<file path="config.mk">
export PLATFORM = sky130hd
export DESIGN_NAME = bus_error_log
export DESIGN_NICKNAME = d
export VERILOG_FILES = /design/src/rtl/bus_error_log.sv
export SDC_FILE = /design/constraint.sdc
export NUM_CORES = 1
export LEC_CHECK = 0
export CAP_MARGIN = 20
export CORE_MARGIN = 3
export CORE_UTILIZATION = 51
export DETAILED_ROUTE_END_ITERATION = 12
export GPL_ROUTABILITY_DRIVEN = 0
export PLACE_DENSITY_LB_ADDON = 0.15
export SLEW_MARGIN = 20
export SYNTH_ARGS = -nofsm -noshare
export SYNTH_HDL_FRONTEND = slang
export SYNTH_SLANG_ARGS = --single-unit
</file>
<file path="constraint.sdc">
create_clock -name clk -period 10.5 [get_ports clk]
set_input_delay 2.1 -clock clk [delete_from_list [all_inputs] [get_ports clk]]
set_output_delay 2.1 -clock clk [all_outputs]
set_load 0.05 [all_outputs]
</file>
<file path="src/rtl/bus_error_log.sv">
// bus_error_log
//   Captures failed-bus-transaction reports from an upstream monitor into a
//   timestamped FIFO and exposes them through a Wishbone slave register port.
//
//   Ports
//     clk, reset        system clock, synchronous active-high reset
//     err_strb          one-cycle pulse: a transaction failed
//     err_type[1:0]     error code (0 timeout, 1 nack, 2 illegal addr, 3 rsvd)
//     err_we            failed transaction was a write
//     err_addr[15:0]    address of the failed transaction
//     wb_cyc_i/stb_i/we_i, wb_adr_i[1:0], wb_dat_i[15:0]  Wishbone slave in
//     wb_dat_o[15:0], wb_ack_o                           Wishbone slave out
//     err_pending       high while the FIFO holds at least one entry
//
//   Register map (read)
//     0 status {empty, overflow, 0..., count}
//     1 head err_addr
//     2 head {ts[12:0], we, type}  -- reading pops the head entry
//     3 total-error counter (saturating)
//   Register map (write, data ignored)
//     0 clear overflow, 1 flush FIFO, 2 no effect, 3 clear total counter
module bus_error_log #(
    parameter int unsigned DEPTH_LOG2 = 4
) (
    input  logic        clk,
    input  logic        reset,
    input  logic        err_strb,
    input  logic [1:0]  err_type,
    input  logic        err_we,
    input  logic [15:0] err_addr,
    input  logic        wb_cyc_i,
    input  logic        wb_stb_i,
    input  logic        wb_we_i,
    input  logic [1:0]  wb_adr_i,
    input  logic [15:0] wb_dat_i,
    output logic [15:0] wb_dat_o,
    output logic        wb_ack_o,
    output logic        err_pending
);

    localparam int unsigned DEPTH = 1 << DEPTH_LOG2;
    localparam logic [DEPTH_LOG2:0] FULL_COUNT = (DEPTH_LOG2 + 1)'(DEPTH);

    logic [12:0]           ts;
    logic [31:0]           mem [DEPTH];
    logic [DEPTH_LOG2-1:0] wr_ptr;
    logic [DEPTH_LOG2-1:0] rd_ptr;
    logic [DEPTH_LOG2:0]   count;
    logic                  overflow;
    logic [15:0]           total;

    logic        wb_req;
    logic        rd_req;
    logic        wr_req;
    logic        empty;
    logic        full;
    logic        pop;
    logic        flush;
    logic        push;
    logic        drop;
    logic [31:0] head;
    logic [15:0] status;
    logic [15:0] read_data;

    // Write data carries no information for this block.
    logic unused_wb_dat;
    assign unused_wb_dat = ^wb_dat_i;

    always_comb begin
        wb_req = wb_cyc_i & wb_stb_i & ~wb_ack_o;
        rd_req = wb_req & ~wb_we_i;
        wr_req = wb_req & wb_we_i;
        empty  = (count == '0);
        full   = (count == FULL_COUNT);
        pop    = rd_req & (wb_adr_i == 2'd2) & ~empty;
        flush  = wr_req & (wb_adr_i == 2'd1);
        // A same-cycle pop or flush frees a slot, so the push is taken even when full.
        push   = err_strb & (~full | pop | flush);
        drop   = err_strb & ~push;
        head   = mem[rd_ptr];

        status                 = '0;
        status[DEPTH_LOG2:0]   = count;
        status[14]             = overflow;
        status[15]             = empty;

        read_data = '0;
        case (wb_adr_i)
            2'd0: read_data = status;
            2'd1: read_data = empty ? 16'h0000 : head[15:0];
            2'd2: read_data = empty ? 16'h0000 : head[31:16];
            2'd3: read_data = total;
            default: read_data = '0;
        endcase
    end

    assign err_pending = ~empty;

    // Storage is not reset; only the pointers and count define its contents.
    always_ff @(posedge clk) begin
        if (!reset && push) begin
            mem[wr_ptr] <= {ts, err_we, err_type, err_addr};
        end
    end

    always_ff @(posedge clk) begin
        if (reset) begin
            ts       <= '0;
            wr_ptr   <= '0;
            rd_ptr   <= '0;
            count    <= '0;
            overflow <= 1'b0;
            total    <= '0;
            wb_ack_o <= 1'b0;
            wb_dat_o <= '0;
        end else begin
            ts       <= ts + 13'd1;
            wb_ack_o <= wb_req;
            wb_dat_o <= rd_req ? read_data : '0;

            if (flush) begin
                // Flush discards everything queued; a same-cycle push survives as the only entry.
                rd_ptr <= wr_ptr;
                wr_ptr <= wr_ptr + DEPTH_LOG2'(push);
                count  <= (DEPTH_LOG2 + 1)'(push);
            end else begin
                if (push) wr_ptr <= wr_ptr + 1'b1;
                if (pop)  rd_ptr <= rd_ptr + 1'b1;
                case ({push, pop})
                    2'b10:   count <= count + 1'b1;
                    2'b01:   count <= count - 1'b1;
                    default: count <= count;
                endcase
            end

            // Setting wins over a same-cycle clear.
            if (drop) begin
                overflow <= 1'b1;
            end else if (wr_req && wb_adr_i == 2'd0) begin
                overflow <= 1'b0;
            end

            if (err_strb) begin
                if (wr_req && wb_adr_i == 2'd3) begin
                    total <= 16'd1;
                end else if (total != 16'hFFFF) begin
                    total <= total + 16'd1;
                end
            end else if (wr_req && wb_adr_i == 2'd3) begin
                total <= '0;
            end
        end
    end

endmodule

</file>
Yosys cells after proc, flatten, opt, wreduce, memory -nomap -nowiden
Memory sizes are Yosys's and may differ from the RTL's. A register that Yosys moved wholly into a read port is not among the register bits.
Cells that the tools add are included.
Word-level totals
  register bits: 60
  bits in writable memories: 512
  bits of input ports: 43
  output and inout bits: 18
  word-level logic and storage cells: 76
  memories kept: 1
Memory list
  mem: depth 16, width 32, read ports 1, clocked after memory_dff 1, wr ports 1, RTL line 45  | logic [31:0] mem [DEPTH];
Cells by class
  $add $sub $neg: 7
  equal/unequal tests: 7
  muxes and demuxes: 19
  bitwise gates (word level): 17
  reductions and logical operators: 16
Operators by type and width (number)
  16-bit 2-to-1 mux: 6
  16-bit one-hot mux with 4 select lines: 1
  4-bit 2-to-1 mux: 6
  16-bit by 1-bit adder with 16-bit output (second input constant): 1
  16-bit inequality test (second input constant): 1
  13-bit by 1-bit adder with 13-bit output (second input constant): 1
  2-bit nonzero test: 6
  5-bit one-hot mux with 2 select lines: 1
  1-bit AND: 9
  4-bit by 1-bit adder with 4-bit output (second input constant): 2
  2-bit == test (second input constant): 3
  1-bit NOT: 6
  5-bit by 1-bit adder with 5-bit output (second input constant): 1
  5-bit == test (second input constant): 1
  5-bit logical NOT: 1
  1-bit 2-to-1 mux: 5
  5-bit by 1-bit subtractor with 5-bit output (second input constant): 1
  4-bit by 1-bit adder with 4-bit output: 1
  2-bit by 1-bit == test with 1-bit output (second input constant): 2
  2-bit OR reduction: 2
  1-bit logical AND: 3
  3-bit nonzero test: 1
  2-bit logical NOT: 1
  1-bit bitwise OR: 2
  other kinds (2): 2

Longest topological paths before layout
Gate-level depths: netlist of the first run.
  depth in word-level cells: 11
  depth in mapped cells: 12

Least setup slack after synthesis of the first run
OpenSTA, ideal clock, no wires.
  kind: input-to-reg
  start: input port wb_cyc_i
  end: memory mem[1][0] (enable)
  library setup time: 0.503 ns
  data arrival time: 6.245 ns
  slack: 3.752 ns
  cell stages on the path: 5
  cell sequence: nand3b_1 -> nor3_1 -> buf_2 -> o2111ai_1 -> nor4_1
Between the ends
  cells in the longest elaborated chain, start to end: 11
Ends and longest elaborated chain
  start: declaration: RTL line 31  | input logic wb_cyc_i,
  1-bit AND * (2 in series): RTL line 70  | wb_req = wb_cyc_i & wb_stb_i & ~wb_ack_o;
  1-bit AND: RTL line 71  | rd_req = wb_req & ~wb_we_i;
  1-bit AND (2 in series): RTL line 75  | pop = rd_req & (wb_adr_i == 2'd2) & ~empty;
  1-bit bitwise OR: RTL line 78  | push = err_strb & (~full | pop | flush);
  1-bit bitwise OR *: RTL line 78
  1-bit AND *: RTL line 78
  1-bit logical AND *: RTL line 101  | if (!reset && push) begin
  1-bit 2-to-1 mux *: RTL line 101
  1-bit 2-to-1 mux (not written as such) *: RTL line 102  | mem[wr_ptr] <= {ts, err_we, err_type, err_addr};
  end: declaration: RTL line 45
Mark *: on every way between the ends. The rest lies on a longest branch, timed or not.

Final worst setup path of the first run
  start: input port wb_adr_i[1]
  end: memory mem[10][3] (enable)
Between the ends
  cells in the longest elaborated chain, start to end: 9
Ends and longest elaborated chain
  start: declaration: RTL line 34  | input logic [1:0] wb_adr_i,
  2-bit == test: RTL line 75
  1-bit AND (2 in series): RTL line 75
  1-bit bitwise OR: RTL line 78
  1-bit bitwise OR *: RTL line 78
  1-bit AND *: RTL line 78
  1-bit logical AND *: RTL line 101
  1-bit 2-to-1 mux *: RTL line 101
  1-bit 2-to-1 mux (not written as such) *: RTL line 102
Marks and branches as above.

==> reports/summary.md, run 1 <==
- peak fanout along the critical path: 23
- cell count after synthesis: 1,452
- HP Class: register to register
- maximum number of buffers from clock root to sink: 3
- starting DRC count in detailed routing: 1,027
- residual antenna-violating net count after detailed routing: 0
- post-detailed-routing wire length: 53,400 um
- core occupancy in the finished layout: 0.595
- Area Overhead vs Synth: 13.7%
- Yosys Warn Count: 0
- data required time of the worst path: 10,750 ps
- Routed WL per cell: 24.9 um
- total nets after synthesis: 1,506
- number of distinct standard cells referenced by the synthesized netlist: 53
- overall power: 4.69 mW
- post-synth design cell area: 0.0228 mm2
- FP Rows: 76
- fraction of final layout cells with drive strength greater than 1: 0.0992
- Cell Area, Placed: 0.0241 mm2
- Finish-stage setup viols: 0
- final standard cell area without fillers: 0.0260 mm2
- final routed DRC violation total: 0
- synthesis-stage register bit count: 576
- Root Buffer: sky130_fd_sc_hd__clkbuf_16
- endpoint of the most critical register-to-register path: wb_dat_o[8]
- Post-synth EDFFs: 512
- Async S/R FF share, synth: 0
- CORE AREA: 0.0436 mm2
- result of the run: finished, final reports clean
- TritonCTS clock tree: done
- initial antenna violation count: 0
- Main synth FF type: sky130_fd_sc_hd__edfxtp_1
- area enclosed by the die boundary: 0.0474 mm2
- period utilization: 0.504
- die height: 218 um
- count of buffers added by post-CTS timing repair for setup: 0
- sequential fraction of the synthesis area: 0.729
- critical hold path startpoint: overflow
- cell count after placement: 2,039
- worst max-slew margin expressed relative to the limit: 0.263
- Sink Count: 576
- Leak Pwr: 7.92 nW
- cts-stage hold buffer count: 0
- vias in the first global route: 12.5k
- post-DP HPWL: 29,200 um
- number of antenna diodes: 0
- global-route usage over all layers: 0.226
- filler-free cell count of the finished design: 2,147
- maximum resistive drop on vdd: 195 uV
- final-report max-slew violation count: 0
- count of buffers from port buffering: 44
- syn_area_per_cell: 15.7 um2
- actual transition at the worst max-transition pin: 1110 ps
- routed via count divided by cell count: 5.92
- global route total overflow: 0
- final worst clock skew: 11.8 ps
- register-to-register setup slack: 6940 ps
- Clock transition at path regs: 60 ps
- data arrival time of the worst path: 5540 ps
- clock latency on the worst-skew pair: 610 ps
- number of resized instances in the post-cts repair step: 0
- Max H-tree Level: 2
- vias post-DR: 12.7k
- kind of launch point of the worst setup path: primary input
- Fmax: 0.189 GHz
- detailed-router iteration count before antenna repair: 5
- Worst Slack Setup Final: 5210 ps
- total power per unit cell area: 181 mW/mm2
- worst hold margin: 498 ps
- number of cell instances on the worst register-to-register path: 7
- initial core utilization: 0.523
- TritonCTS buffer count: 59
- Min Clock Period, post-route: 5290 ps
- final count of hold timing violations: 0
- Die Width: 218 um
- setup slack after placement: 4330 ps
- wire length of the first global-routing pass: 79,100 um
- sum of negative setup slack: 0 ps
- Filler Cells Inserted: 3,349
- Post-layout nets: 1,569
- worst hold path cell count: 2
- Hold Crit Endpoint: overflow
- maxcap violations: 0
- count of boundary I/O pins: 61
- Critical Path End Type: register
- RSZ-0062 raised after global routing: no
- Critical Setup Path Class: primary input to register
- maximum number of pins on one net before global-route repair: 137
[final cells by class]
class	count	area [um2]	share of cell area
Inverter	14	57.6	0.00222
Tap cell	585	732	0.0282
Clock buffer	69	1510	0.0583
Clock inverter	39	343	0.0132
Timing Repair Buffer	84	753	0.0290
Multi-Input combinational cell	780	5920	0.228
Sequential cell	576	16700	0.641
[metal layers]
metal,track usage,vias up,share of wire
li1,-,5807,-
met1,0.305,6451,0.43
met2,0.370,352,0.48
met3,0.0453,93,0.056
met4,0.0763,0,0.032
met5,0,-,0
[worst max-delay path: stages]
cell	delay (ps)
sky130_fd_sc_hd__clkdlybuf4s50_1	720
sky130_fd_sc_hd__nand2b_1	230
sky130_fd_sc_hd__o311ai_2	390
sky130_fd_sc_hd__o21ai_1	170
sky130_fd_sc_hd__or3_1	660
sky130_fd_sc_hd__nor3_4	700
sky130_fd_sc_hd__buf_4	530
[placed cells by master, fill, tap and decap left out, types with 17 or more instances in the layout]
cell type,netlist,final
sky130_fd_sc_hd__nand4_1,25,25
sky130_fd_sc_hd__a22oi_1,84,84
sky130_fd_sc_hd__nor2_1,49,41
sky130_fd_sc_hd__a21oi_1,60,60
sky130_fd_sc_hd__nand2_1,62,62
sky130_fd_sc_hd__clkbuf_16,0,59
sky130_fd_sc_hd__dfxtp_1,64,62
sky130_fd_sc_hd__mux2i_1,261,261
sky130_fd_sc_hd__clkdlybuf4s50_1,0,44
sky130_fd_sc_hd__edfxtp_1,512,512
sky130_fd_sc_hd__nand3_1,68,68
sky130_fd_sc_hd__clkinv_1,0,17
sky130_fd_sc_hd__buf_4,0,39
[worst max path at each step]
| stage | from | slack (ps) | end |
|---|---|---|---|
| 4_1_cts | wb_adr_i[1] | 4970 | mem[10][28] |
| 5_1_grt | wb_adr_i[1] | 5120 | mem[10][30] |
| 2_1_floorplan | wb_cyc_i | 3750 | mem[1][0] |
| 3_5_place_dp | wb_adr_i[1] | 4330 | mem[10][0] |
| 6_report | wb_adr_i[1] | 5210 | mem[10][3] |
| 3_3_place_gp | wb_adr_i[1] | 4360 | mem[0][20] |
[synth_stat cells (2+ instances only)]
library cell	n	area, um2
sky130_fd_sc_hd__edfxtp_1	512	15400
sky130_fd_sc_hd__mux2i_1	261	2610
sky130_fd_sc_hd__a22oi_1	84	631
sky130_fd_sc_hd__nand3_1	68	340
sky130_fd_sc_hd__dfxtp_1	64	1280
sky130_fd_sc_hd__nand2_1	62	233
sky130_fd_sc_hd__a21oi_1	60	300
sky130_fd_sc_hd__nor2_1	49	184
sky130_fd_sc_hd__clkbuf_1	41	154
sky130_fd_sc_hd__buf_2	36	180
sky130_fd_sc_hd__nand4_1	25	156
sky130_fd_sc_hd__nor3_1	18	90.1
sky130_fd_sc_hd__xor2_1	16	140
sky130_fd_sc_hd__a22o_1	13	114
sky130_fd_sc_hd__inv_1	13	48.8
sky130_fd_sc_hd__nor2b_1	11	68.8
sky130_fd_sc_hd__o21ai_0	11	55.1
sky130_fd_sc_hd__ha_1	10	125
sky130_fd_sc_hd__or3_1	10	62.6
sky130_fd_sc_hd__and2_1	6	37.5
sky130_fd_sc_hd__nand3b_1	6	45.0
sky130_fd_sc_hd__o2bb2ai_1	6	52.6
sky130_fd_sc_hd__xnor2_1	6	52.6
sky130_fd_sc_hd__buf_1	5	18.8
sky130_fd_sc_hd__o2111ai_1	5	43.8
sky130_fd_sc_hd__a211oi_1	4	30.0
sky130_fd_sc_hd__and3_1	4	25.0
sky130_fd_sc_hd__and4_1	4	35.0
sky130_fd_sc_hd__nor4_1	4	25.0
sky130_fd_sc_hd__o31ai_1	4	30.0
sky130_fd_sc_hd__a31oi_1	3	18.8
sky130_fd_sc_hd__nand2b_1	3	18.8
sky130_fd_sc_hd__o211ai_1	3	22.5
sky130_fd_sc_hd__o21ai_1	3	15.0
sky130_fd_sc_hd__and2_0	2	12.5
sky130_fd_sc_hd__nor4_2	2	25.0
sky130_fd_sc_hd__o21a_1	2	15.0
[registers in the layout (all words and copies together), names as in the netlist, 4 cells and up, named ones only]
name,flops
mem,512
total,16
wb_dat_o,16
ts,13
count,5
rd_ptr,4
wr_ptr,4
[cells by family (layout without fill, tap and decap cells)]
logic type | Yosys count | after routing | synth area share
AOI/OAI and AO/OA | 204 | 204 | 0.0609
xor gates and xnor gates | 22 | 22 | 0.00843
adders and majority gates | 11 | 11 | 0.00635
buffers and inverters | 96 | 206 | 0.0180
DFF | 576 | 576 | 0.729
muxes | 261 | 261 | 0.114
and+or+nand+nor | 282 | 282 | 0.0628
[power breakdown]
group	internal (mW)	switching [mW]
Combinational	0.0538	0.105
Sequential	2.50	0.0154
Clock	1.17	0.844
Total	3.73	0.964
No activity file was read; power rests on OpenSTA's default activity.
==> inputs of run 2 (changes only) <==
==> constraint.sdc (replaced) <==
create_clock -name clk -period 5.1 [get_ports clk]
set_input_delay 1.02 -clock clk [delete_from_list [all_inputs] [get_ports clk]]
set_output_delay 1.02 -clock clk [all_outputs]
set_load 0.05 [all_outputs]
==> run 2 against run 1 <==
  * Hold slack got worse by 1.2 ps
  * Total power rose by 100%
  * Sequential power rose by 110%
  * Clock-buffer cell count rose by 12
  * Core utilization barely moved
  * Critical path depth rose by 5
  * Cell count barely moved
  * Final area barely moved
  * Clock skew rose by 14 ps
  * Flip-flop and latch count did not move
  * Via count barely moved
  * Clock power rose by 97%
  * Largest cell class unchanged
  * Largest power group unchanged
==> reports/summary.md, run 2 (same netlist as run 1, synthesis figures left out) <==
- result of the run: finished, final reports clean, unchanged
- sum of negative setup slack: 0 ps, unchanged
- residual antenna-violating net count after detailed routing: 0, unchanged
- Largest register FFs: 512, unchanged
- register name with the most flops: mem, unchanged
- initial core utilization: 0.523, unchanged
- vias in the first global route: 12.2k, was 12.5k
- count of buffers added by post-CTS timing repair for setup: 0, unchanged
- post-detailed-routing wire length: 53,200 um, was 53,400 um
- TritonCTS clock tree: done, unchanged
- final standard cell area without fillers: 0.0260 mm2, about the same
- Routed WL per cell: 24.7 um, was 24.9 um
- final worst clock skew: 25.7 ps, was 11.8 ps
- global-route usage over all layers: 0.225, was 0.226
- Root Buffer: sky130_fd_sc_hd__clkbuf_16, unchanged
- vias post-DR: 12.7k, about the same
- Area Overhead vs Synth: 13.7%, about the same
- net load switching power: 1.93 mW, was 0.964 mW
- final-report max-slew violation count: 0, unchanged
- Pint: 7.55 mW, was 3.73 mW
- fraction of final layout cells with drive strength greater than 1: 0.0991, was 0.0992
- worst max-slew margin expressed relative to the limit: 0.258, was 0.263
- final count of hold timing violations: 0, unchanged
- data arrival time of the worst path: 4260 ps, was 5540 ps
- peak fanout along the critical path: 12, was 23
- detailed-router iteration count before antenna repair: 5, unchanged
- worst setup path start: wb_adr_i[1], unchanged
- relative contribution of combinational cells to total power: 0.034, about the same
- top library cells by usage in the layout, fill and taps aside: sky130_fd_sc_hd__edfxtp_1, sky130_fd_sc_hd__mux2i_1, sky130_fd_sc_hd__a22oi_1, unchanged
- commonest non-fill, non-tap cell in the layout: sky130_fd_sc_hd__edfxtp_1, unchanged
- worst-path cell with the longest stage delay: sky130_fd_sc_hd__clkdlybuf4s50_1, unchanged
- TritonCTS buffer count: 56, was 59
- cts-stage hold buffer count: 0, unchanged
- FP Rows: 76, unchanged
- Reg power frac: 0.547, was 0.537
- area of the multi-input gates: 0.00591 mm2, was 0.00592 mm2
- routed via count divided by cell count: 5.91, was 5.92
- count of boundary I/O pins: 61, unchanged
- Filler Cells Inserted: 3,236, was 3,349
- Critical Setup Path Class: primary input to register, unchanged
- worst flop-to-flop path startpoint: count[0]
- kind of launch point of the worst setup path: primary input, unchanged
- Min Clock Period, post-route: 3740 ps
- Finish-stage setup viols: 0, unchanged
- Cell Area, Placed: 0.0242 mm2, was 0.0241 mm2
- actual transition at the worst max-transition pin: 1110 ps, about the same
- initial antenna violation count: 0, unchanged
- Die Width: 218 um, unchanged
- area enclosed by the die boundary: 0.0474 mm2, unchanged
- maximum number of buffers from clock root to sink: 3, unchanged
- global route total overflow: 0, unchanged
- maxcap violations: 0, unchanged
- period utilization: 0.733
- Clock transition at path regs: 60 ps, about the same
- Post-layout nets: 1,573, was 1,569
- post-DP HPWL: 30,400 um, was 29,200 um
- final routed DRC violation total: 0, unchanged
- clock latency on the worst-skew pair: 610 ps, about the same
- critical hold path startpoint: overflow, unchanged
- Worst path top cell family by delay: simple AND/OR/NAND/NOR gates, unchanged
- number of cell instances on the worst register-to-register path: 12, was 7
- Leak Pwr: 7.91 nW, was 7.92 nW
- count of buffers from port buffering: 44, unchanged
- HP Class: register to register, unchanged
- Max H-tree Level: 2, unchanged
- cell-by-cell trace of the critical path: clkdlybuf4s50_1 -> nand2b_1 -> or4_4 -> clkinv_4 -> ha_1 -> inv_1 -> fa_1 -> nor2b_1 -> o21ai_1 -> and3_1 -> or4_1 -> a211oi_1, was clkdlybuf4s50_1 -> nand2b_1 -> o311ai_2 -> o21ai_1 -> or3_1 -> nor3_4 -> buf_4
- CORE AREA: 0.0436 mm2, unchanged
- maximum resistive drop on vdd: 322 uV, was 195 uV
- total power per unit cell area: 365 mW/mm2, was 181 mW/mm2
- number of resized instances in the post-cts repair step: 0, unchanged
- largest stage delay on the critical path: 670 ps, was 720 ps
- die height: 218 um, unchanged
- Switching Share: 0.203, was 0.206
- Sink Count: 576, unchanged
- maximum number of pins on one net before global-route repair: 57, was 137
- leading registers by flop count: mem (512), total (16), wb_dat_o (16), unchanged
- clock power share: 0.419, was 0.430
- Fmax: 0.268 GHz
- Critical Path End Type: register, unchanged
- number of antenna diodes: 0, unchanged
- number of logic stages on the critical path including buffering: 12, was 7
- starting DRC count in detailed routing: 1,121, was 1,027
- data required time of the worst path: 5630 ps, was 10,750 ps
- sequential standard cell area: 0.0167 mm2, unchanged
- RSZ-0062 raised after global routing: no, unchanged
- count of buffering cells on the critical path with inverters included: 3, was 2
- wire length of the first global-routing pass: 78,800 um, was 79,100 um
- worst hold path cell count: 2, unchanged
==> run 2: cell count changes in the layout (fill, tap and decap cells not counted), moves of 2 or more <==
cell	change
sky130_fd_sc_hd__buf_4	+4
sky130_fd_sc_hd__buf_12	+3
sky130_fd_sc_hd__clkinv_1	-10
sky130_fd_sc_hd__nor2_2	+2
sky130_fd_sc_hd__clkbuf_1	+12
sky130_fd_sc_hd__bufinv_16	-2
sky130_fd_sc_hd__clkinv_2	-4
sky130_fd_sc_hd__nor3_4	-2
sky130_fd_sc_hd__nor3_2	+2
sky130_fd_sc_hd__clkbuf_16	-2
sky130_fd_sc_hd__clkbuf_8	+2
==> run 2: tightest hold or removal path, cell delays in order, from the launching register on <==
cell and delay (ps):
sky130_fd_sc_hd__dfxtp_1 310, sky130_fd_sc_hd__o21ai_0 70, sky130_fd_sc_hd__a21oi_1 70
==> run 2: area by class of cell <==
class / instances / share of cell area
clock buffer: 81 / 0.0592
clock inverter: 22 / 0.00848
inverter: 14 / 0.00222
multi-input combinational: 780 / 0.228
sequential: 576 / 0.642
tap: 585 / 0.0282
timing repair buffer: 91 / 0.0325
==> run 2: power by group through the flow <==
stage / registers, mW / logic, mW / clock network, mW
floorplan: 5.27 / 0.183 / 0
global placement: 5.28 / 0.318 / 0
detailed placement: 5.29 / 0.324 / 0
CTS: 5.19 / 0.325 / 4.05
global route: 5.19 / 0.347 / 4.26
finish: 5.19 / 0.323 / 3.97
==> run 2: metal layers <==
layer  up-vias  part of all wire  global-route usage  routed length (um)
met5         -                 0                   0                   0
met2       381              0.48               0.368               25600
met1      6406              0.43               0.317               23100
li1       5817                 -                   -                   -
met4         0             0.025              0.0622                1360
met3        97             0.060              0.0361                3180
==> run 2: per-stage QoR <==
stage	setup WS, ps	power [mW]	util	hold slack (ps)	std cells
2_1_floorplan	138	5.46	-	454	1452
3_3_place_gp	783	5.60	0.555	491	2046
3_5_place_dp	741	5.61	0.555	491	2046
4_1_cts	1390	9.56	0.595	500	2149
5_1_grt	1130	9.80	0.595	552	2149
6_report	1360	9.48	0.595	497	2149
==> run 2: worst paths after layout <==
| check | to | slack, ps |
|---|---|---|
| hold reg to reg | overflow | 500 |
| setup reg to reg | count[4] | 1810 |
| setup / recovery | count[4] | 1360 |
| hold / removal | overflow | 500 |
